File: src/rtl/arb_pkg.sv
// Shared types for the IF/MEM memory arbiter: FSM states, grant codes and the
// byte-enable pattern used for full-word instruction reads.
package arb_pkg;

   typedef enum logic [1:0] {
      IDLE,
      INSTR,
      DATA,
      DRAIN
   } arb_state_e;

   typedef enum logic [1:0] {
      GNT_NONE,
      GNT_INSTR,
      GNT_DATA
   } arb_grant_e;

   localparam logic [3:0] BYTE_EN_ALL = 4'hF;

endpackage

File: src/rtl/mem_arbiter.sv
// Single-port memory shared by instruction fetch and data access. Data wins by
// default; a streak limiter lets a waiting fetch through after MAX_DATA_STREAK data grants.
module mem_arbiter
   import arb_pkg::*;
#(
   parameter int BITSIZE         = 32,
   parameter int MAX_DATA_STREAK = 4
) (
   input  logic               clk,
   input  logic               resetn_i,
   input  logic               flush_i,
   input  logic [BITSIZE-1:0] instr_addr_i,
   input  logic               instr_read_i,
   output logic [31:0]        instr_data_o,
   output logic               instr_valid_o,
   input  logic [BITSIZE-1:0] data_addr_i,
   input  logic               data_read_i,
   input  logic               data_write_i,
   input  logic [31:0]        data_wdata_i,
   input  logic [3:0]         data_be_i,
   output logic [31:0]        data_rdata_o,
   output logic               data_valid_o,
   output logic [BITSIZE-1:0] mem_addr_o,
   output logic               mem_read_o,
   output logic               mem_write_o,
   output logic [31:0]        mem_wdata_o,
   output logic [3:0]         mem_be_o,
   input  logic [31:0]        mem_rdata_i,
   input  logic               mem_valid_i
);

   localparam int SW = (MAX_DATA_STREAK < 2) ? 1 : $clog2(MAX_DATA_STREAK + 1);
   localparam logic [SW-1:0] STREAK_MAX = SW'(MAX_DATA_STREAK);

   arb_state_e         r_state;
   logic [SW-1:0]      r_streak;
   logic [BITSIZE-1:0] r_mem_addr;
   logic               r_mem_read;
   logic               r_mem_write;
   logic [31:0]        r_mem_wdata;
   logic [3:0]         r_mem_be;

   logic       w_instr_req;
   logic       w_data_req;
   logic       w_limit;
   logic       w_instr_done;
   logic       w_data_done;
   arb_grant_e w_grant;

   // A fetch raised in the same cycle as a flush is for the wrong path.
   assign w_instr_req = instr_read_i & ~flush_i;
   assign w_data_req  = data_read_i | data_write_i;
   assign w_limit     = (MAX_DATA_STREAK > 0) && (r_streak == STREAK_MAX);

   always_comb begin
      w_grant = GNT_NONE;
      if (r_state == IDLE) begin
         if (w_data_req && !(w_instr_req && w_limit)) begin
            w_grant = GNT_DATA;
         end else if (w_instr_req) begin
            w_grant = GNT_INSTR;
         end
      end
   end

   always_ff @(posedge clk or negedge resetn_i) begin
      if (!resetn_i) begin
         r_state     <= IDLE;
         r_streak    <= '0;
         r_mem_addr  <= '0;
         r_mem_read  <= 1'b0;
         r_mem_write <= 1'b0;
         r_mem_wdata <= '0;
         r_mem_be    <= '0;
      end else begin
         case (r_state)
            IDLE: begin
               case (w_grant)
                  GNT_DATA: begin
                     r_state     <= DATA;
                     r_mem_addr  <= data_addr_i;
                     r_mem_write <= data_write_i;
                     r_mem_read  <= ~data_write_i;
                     r_mem_wdata <= data_wdata_i;
                     r_mem_be    <= data_be_i;
                     if (!w_instr_req) begin
                        r_streak <= '0;
                     end else if (r_streak != STREAK_MAX) begin
                        r_streak <= r_streak + 1'b1;
                     end
                  end
                  GNT_INSTR: begin
                     r_state     <= INSTR;
                     r_mem_addr  <= instr_addr_i;
                     r_mem_read  <= 1'b1;
                     r_mem_write <= 1'b0;
                     r_mem_wdata <= '0;
                     r_mem_be    <= BYTE_EN_ALL;
                     r_streak    <= '0;
                  end
                  default: ;
               endcase
            end
            INSTR: begin
               if (mem_valid_i) begin
                  r_state    <= IDLE;
                  r_mem_read <= 1'b0;
               end else if (flush_i) begin
                  // Memory cannot be cancelled: keep the strobe up and swallow the reply.
                  r_state <= DRAIN;
               end
            end
            DATA, DRAIN: begin
               if (mem_valid_i) begin
                  r_state     <= IDLE;
                  r_mem_read  <= 1'b0;
                  r_mem_write <= 1'b0;
               end
            end
            default: r_state <= IDLE;
         endcase
      end
   end

   assign w_instr_done = (r_state == INSTR) && mem_valid_i && !flush_i;
   assign w_data_done  = (r_state == DATA) && mem_valid_i;

   assign instr_valid_o = w_instr_done;
   assign instr_data_o  = w_instr_done ? mem_rdata_i : '0;
   assign data_valid_o  = w_data_done;
   assign data_rdata_o  = w_data_done ? mem_rdata_i : '0;

   assign mem_addr_o  = r_mem_addr;
   assign mem_read_o  = r_mem_read;
   assign mem_write_o = r_mem_write;
   assign mem_wdata_o = r_mem_wdata;
   assign mem_be_o    = r_mem_be;

endmodule

File: config.mk
export PLATFORM = sky130hd
export DESIGN_NAME = mem_arbiter
export DESIGN_NICKNAME = d
export VERILOG_FILES = /design/src/rtl/arb_pkg.sv /design/src/rtl/mem_arbiter.sv
export SDC_FILE = /design/constraint.sdc
export NUM_CORES = 1
export LEC_CHECK = 0
export ABC_AREA = 1
export BUFFER_PORTS_ARGS = -buffer_cell sky130_fd_sc_hd__buf_2
export CAP_MARGIN = 20
export CORE_AREA = 2 2 108 110
export DETAILED_ROUTE_END_ITERATION = 8
export DIE_AREA = 0 0 110 112
export HOLD_SLACK_MARGIN = 0.05
export PLACE_DENSITY = 0.7
export SYNTH_ARGS = -nofsm -noshare
export SYNTH_HDL_FRONTEND = slang
export SYNTH_SLANG_ARGS = --single-unit
File: constraint.sdc
create_clock -name clk -period 4.1 [get_ports clk]
set_input_delay 0.205 -clock clk [delete_from_list [all_inputs] [get_ports clk]]
set_output_delay 0.205 -clock clk [all_outputs]
set_load 0.03 [all_outputs]
Word level (Yosys, flattened, before mapping):

Cells that the tools add are included.

* register bits: 75
* input port bits: 139
* output and inout bits: 136

* add/subtract/negate cells: 1
* eq/ne operators: 12
* mux-type cells: 21
* bitwise operators: 4
* reductions and logical operators: 17

Operator list (number)
* $pmux 32 s2: 2
* $mux 32: 2
* $mux 2: 5
* $ne 3x3->1 const B: 3
* $reduce_and 3->1: 3
* $pmux 1 s2: 4
* $pmux 4 s2: 1
* $eq 2x2->1 const B: 3
* $mux 3: 2
* $pmux 2 s3: 1
* $pmux 3 s2: 1
* $logic_and 1x1->1: 5
* $eq 2x1->1 const B: 2
* $pmux 2 s2: 1
* $reduce_and 2->1: 2
* $reduce_bool 2->1: 2
* $add 3x1->3 const B: 1
* $eq 3x3->1 const B: 1
* $ne 3x1->1 const B: 1
* $reduce_or 3->1: 1
* $logic_not 1->1: 2
* $logic_not 2->1: 1
* $mux 1: 2
* $ne 2x1->1 const B: 1
* other kinds (5): 6

Depth between registers and ports, before layout:

* depth after elaboration: 10
* gate-level depth with buffers: 16
* depth with buffers taken out: 14

Least setup slack after synthesis:

No wires, ideal clock.

* kind: register -> register
* from: reg r_streak[0]
* to: reg r_mem_addr[18] (netlist: mem_addr_o[18])
* library setup time: 124 ps
* data arrival time: 1830 ps
* data required time: 3976 ps
* setup slack: 2146 ps
* cell stages (with the launch flop): 15
* path buffers: 2
* cell sequence: dfrtp_1 inv_1 ha_1 nand2_1 inv_1 nand2_1 nand2_1 nor2_1 inv_1 ha_1 buf_2 clkbuf_1 or2_2 o211ai_1 nand2_1

* cells in the longest elaborated chain, start to end: 9
* elaborated cells between the ends (all ways): 11
* classes of those cells: 3 x eq/ne; 3 x mux; 5 x reduce/logical

Ends and longest elaborated chain
* from (decl): line mem_arbiter.sv:36 `logic [SW-1:0] r_streak;`
* from (signal assigned): line mem_arbiter.sv:89 `r_streak <= r_streak + 1'b1;`
* $eq 3x3->1 (*): line mem_arbiter.sv:53 `assign w_limit = (MAX_DATA_STREAK > 0) && (r_streak == STREAK_MAX);`
* $logic_and 1x1->1 (*): line mem_arbiter.sv:58 `if (w_data_req && !(w_instr_req && w_limit)) begin`
* $logic_not 1->1 (*): line mem_arbiter.sv:58
* $logic_and 1x1->1 (*): line mem_arbiter.sv:58
* $mux 2 (*): line mem_arbiter.sv:58
* $mux 2 (*): line mem_arbiter.sv:57 `if (r_state == IDLE) begin`
* $eq 2x2->1 or $eq 2x1->1 (tied branches): line mem_arbiter.sv:78 `case (w_grant)`
* $reduce_bool 2->1 (no line)
* $reduce_and 2->1 (no line)
* to (signal assigned): line mem_arbiter.sv:81 `r_mem_addr <= data_addr_i;`
* to (signal assigned): line mem_arbiter.sv:94 `r_mem_addr <= instr_addr_i;`
* to (decl): line mem_arbiter.sv:37 `logic [BITSIZE-1:0] r_mem_addr;`

Every way passes the cells marked *; elsewhere a longest branch is shown, timed or not.
A chain may end at the register's enable or synchronous reset.

Worst setup path in the final report:

* from: reg r_streak[0]
* to: reg r_mem_wdata[24] (netlist: mem_wdata_o[24])

* cells in the longest elaborated chain, start to end: 9
* elaborated cells between the ends (all ways): 11
* classes of those cells: 3 x eq/ne; 3 x mux; 5 x reduce/logical

Ends and longest elaborated chain
* $eq 3x3->1 (*): line mem_arbiter.sv:53
* $logic_and 1x1->1 (*): line mem_arbiter.sv:58
* $logic_not 1->1 (*): line mem_arbiter.sv:58
* $logic_and 1x1->1 (*): line mem_arbiter.sv:58
* $mux 2 (*): line mem_arbiter.sv:58
* $mux 2 (*): line mem_arbiter.sv:57
* $eq 2x2->1 or $eq 2x1->1 (tied branches): line mem_arbiter.sv:78
* $reduce_bool 2->1 (no line)
* $reduce_and 2->1 (no line)
* to (signal assigned): line mem_arbiter.sv:84 `r_mem_wdata <= data_wdata_i;`
* to (decl): line mem_arbiter.sv:40 `logic [31:0] r_mem_wdata;`

Marked as above.

==> impl_metrics.toml <==
[detailed_routing]
drt-initial-drc-count = 247
vias_per_cell = 4.60
vias = 4249
drc = 0
wire_per_inst_um = 13.6
ant_nets = 0
drt-pass1-iter-count = 5
routed_wl_mm = 12.6

[synth]
yosysSeqAreaShare = 0.483
synth_top_family_by_area = "simple AND/OR/NAND/NOR gates"
synth-simple-area-share = 0.346
avgSynthCellArea_sq_um = 7.57
synth_edf_count = 0
muxShareOfSynthArea = 0
async_flop_share = 1.00
syn-num-nets = 657
synth_area_sq_mm = 0.00389
synth-xor-area-share = 0
synth_compound_area_frac = 0.0721
synth_fa_ha_area_frac = 0.0129
yosys.area.top_type = "dfrtp_1"
synth_warnings = 0
synth_top_flop_cell = "dfrtp_1"
synth_cells = 514
synth_cell_types = 20
synth_top_area_share = 0.483
synth_area_leaders = "dfrtp_1 48%, nand2_1 15%, nor2_1 8.2%"
synth_seq_cells = 75

[floorplanning]
start_util = 0.348
die_w_um = 110
die_h_um = 112
die_area_sq_mm = 0.0123
io_pins = 275
num_rows = 39
fp.coreArea_sq_mm = 0.0112

[clock_tree]
cts_buffer_depth = 2
cts_root_buffer = "clkbuf_16"
ctsHoldBuffers = 0
post_cts_buffers = 0
clk_pin_slew_worst_paths_ns = 0.06
cts-buffers-inserted = 9
cts_tree = "done"
clock-sinks = 75
post_cts_resized = 0
cts.htree.levels = 3
clock_latency_ns = 0.33

[sta]
post-route-min-period_ns = 2.72
tightest_slew_ns = 0.923
slew_headroom = 0.384
skew_ns = 0.00616
period_share = 0.663
setup_viol = 0
maxSlewViolCount = 0
tns_ns = 0
clock.fmax_mhz = 368
hold_viol_final = 0
rsz0062_at_grt = "no"

[pwr]
p_leak_nw = 3.53
power_density_mw_per_mm2 = 749
ir_worst_vdd_uv = 390

[worst_setup_path]
worstPathRequired_ns = 4.36
critPathMaxFanout = 53
crit_path_start_kind = "flop"
critPathKind = "reg2reg"
crit_path_end_kind = "flop"
rr_worst_depth = 14
cp.arrival_ns = 2.98

[flow_run]
maxCapViolations = 0

[global_routing]
grt_max_degree = 76
track_usage = 0.208
grt_pass1_wl_mm = 19.8
grt-ovfl-total = 0
grt_pass1_vias = 4093
antenna_found_initial = 2

[layout]
layout.cells.most_common = "buf_2"
mostFrequentLayoutCells = "273 x buf_2, 153 x nand2_1, 85 x nor2_1, 75 x dfrtp_1, 45 x inv_1"
drive_gt1_frac = 0.429
area_growth_pct = 45.0
fill_cells = 1169
fin_util = 0.505
fin_nets = 918

[min_path]
worstHoldPathType = "in2async"

[placed_design]
place_congestion = 0.806
portBuffers = 274
hpwl_mm = 9.47

[run_status]
outcome = "completed"
[flip-flops by register name, summed over array words and instances (netlist names)]
register,flops
mem_addr_o,32
mem_wdata_o,32
mem_be_o,4
r_streak,3
r_state,2
mem_read_o,1
mem_write_o,1
[metal layers]
layer,vias up,wire (um),track usage
li1,2113,-,-
met1,1927,4780,0.227
met5,-,0,0
met4,0,232,0.0667
met3,15,1010,0.0492
met2,194,6570,0.387
[per-stage QoR]
stage	setup WS (ns)	area [sq um]	hold slack, ns	instances	power (mW)
floorplan	2.15	3890	-0.0906	514	2.84
global placement	1.41	5330	0.412	906	3.46
detailed placement	1.33	5330	0.402	906	3.48
CTS	1.34	5620	0.0504	922	4.25
global route	1.07	5640	0.0834	924	4.53
finish	1.38	5640	0.0105	924	4.23
[path summary, 6_finish.rpt]
path                                    to           from  slack, ns
setup / recovery           mem_wdata_o[24]    r_streak[0]       1.38
hold / removal              mem_addr_o[15]       resetn_i       0.01
setup reg to reg           mem_wdata_o[24]    r_streak[0]       1.38
hold reg to reg              mem_addr_o[2]  mem_addr_o[2]       0.47
max in group asynchronous   mem_addr_o[25]       resetn_i       3.48
min in group clk               mem_be_o[1]   data_be_i[1]       0.09
[cells in the mapped netlist (all sizes together), types with 2 or more instances]
master / count
ha: 4
nand2: 154
buf: 22
nand4: 2
dfrtp: 75
nand3: 43
clkbuf: 8
inv: 48
nor2: 86
or2: 33
o211ai: 34
[critical path, cell delays in order (launching register included)]
cell and delay, ns:
dfrtp_1 0.36, inv_1 0.06, ha_1 0.19, nand2_1 0.05
inv_1 0.04, nand2_1 0.05, nand2_1 0.06, nor2_1 0.13
inv_1 0.06, ha_1 0.17, buf_4 0.23, inv_2 0.66
buf_4 0.36, nand3_1 0.10, nand2_1 0.10
[final cells by class]
class,instances,area (sq um),area share
clock inverters,5,36.3,0.00644
inverters,49,184,0.0326
clock buffers,11,253,0.0448
flip-flops and latches,75,1880,0.333
well taps,143,179,0.0317
repair buffers,280,1430,0.254
diodes,1,2.50,0.000444
multi-input cells,360,1680,0.297
[logic make-up (layout without fill, tap and decap cells)]
logic type | Yosys count | in the layout
DFF | 75 | 75
buffers and inverters | 79 | 345
and+or+nand+nor | 318 | 318
AOI/OAI and AO/OA | 38 | 38
other | 0 | 1
adders and majority gates | 4 | 4
[where the power goes]
part | total, mW | internal [mW] | leakage (nW) | switching (mW)
clock | 0.747 | 0.444 | 0.134 | 0.303
sequential | 1.29 | 1.10 | 0.926 | 0.192
combinational | 2.19 | 0.632 | 2.46 | 1.56
Note: power is estimated with default switching activity, not from simulation.
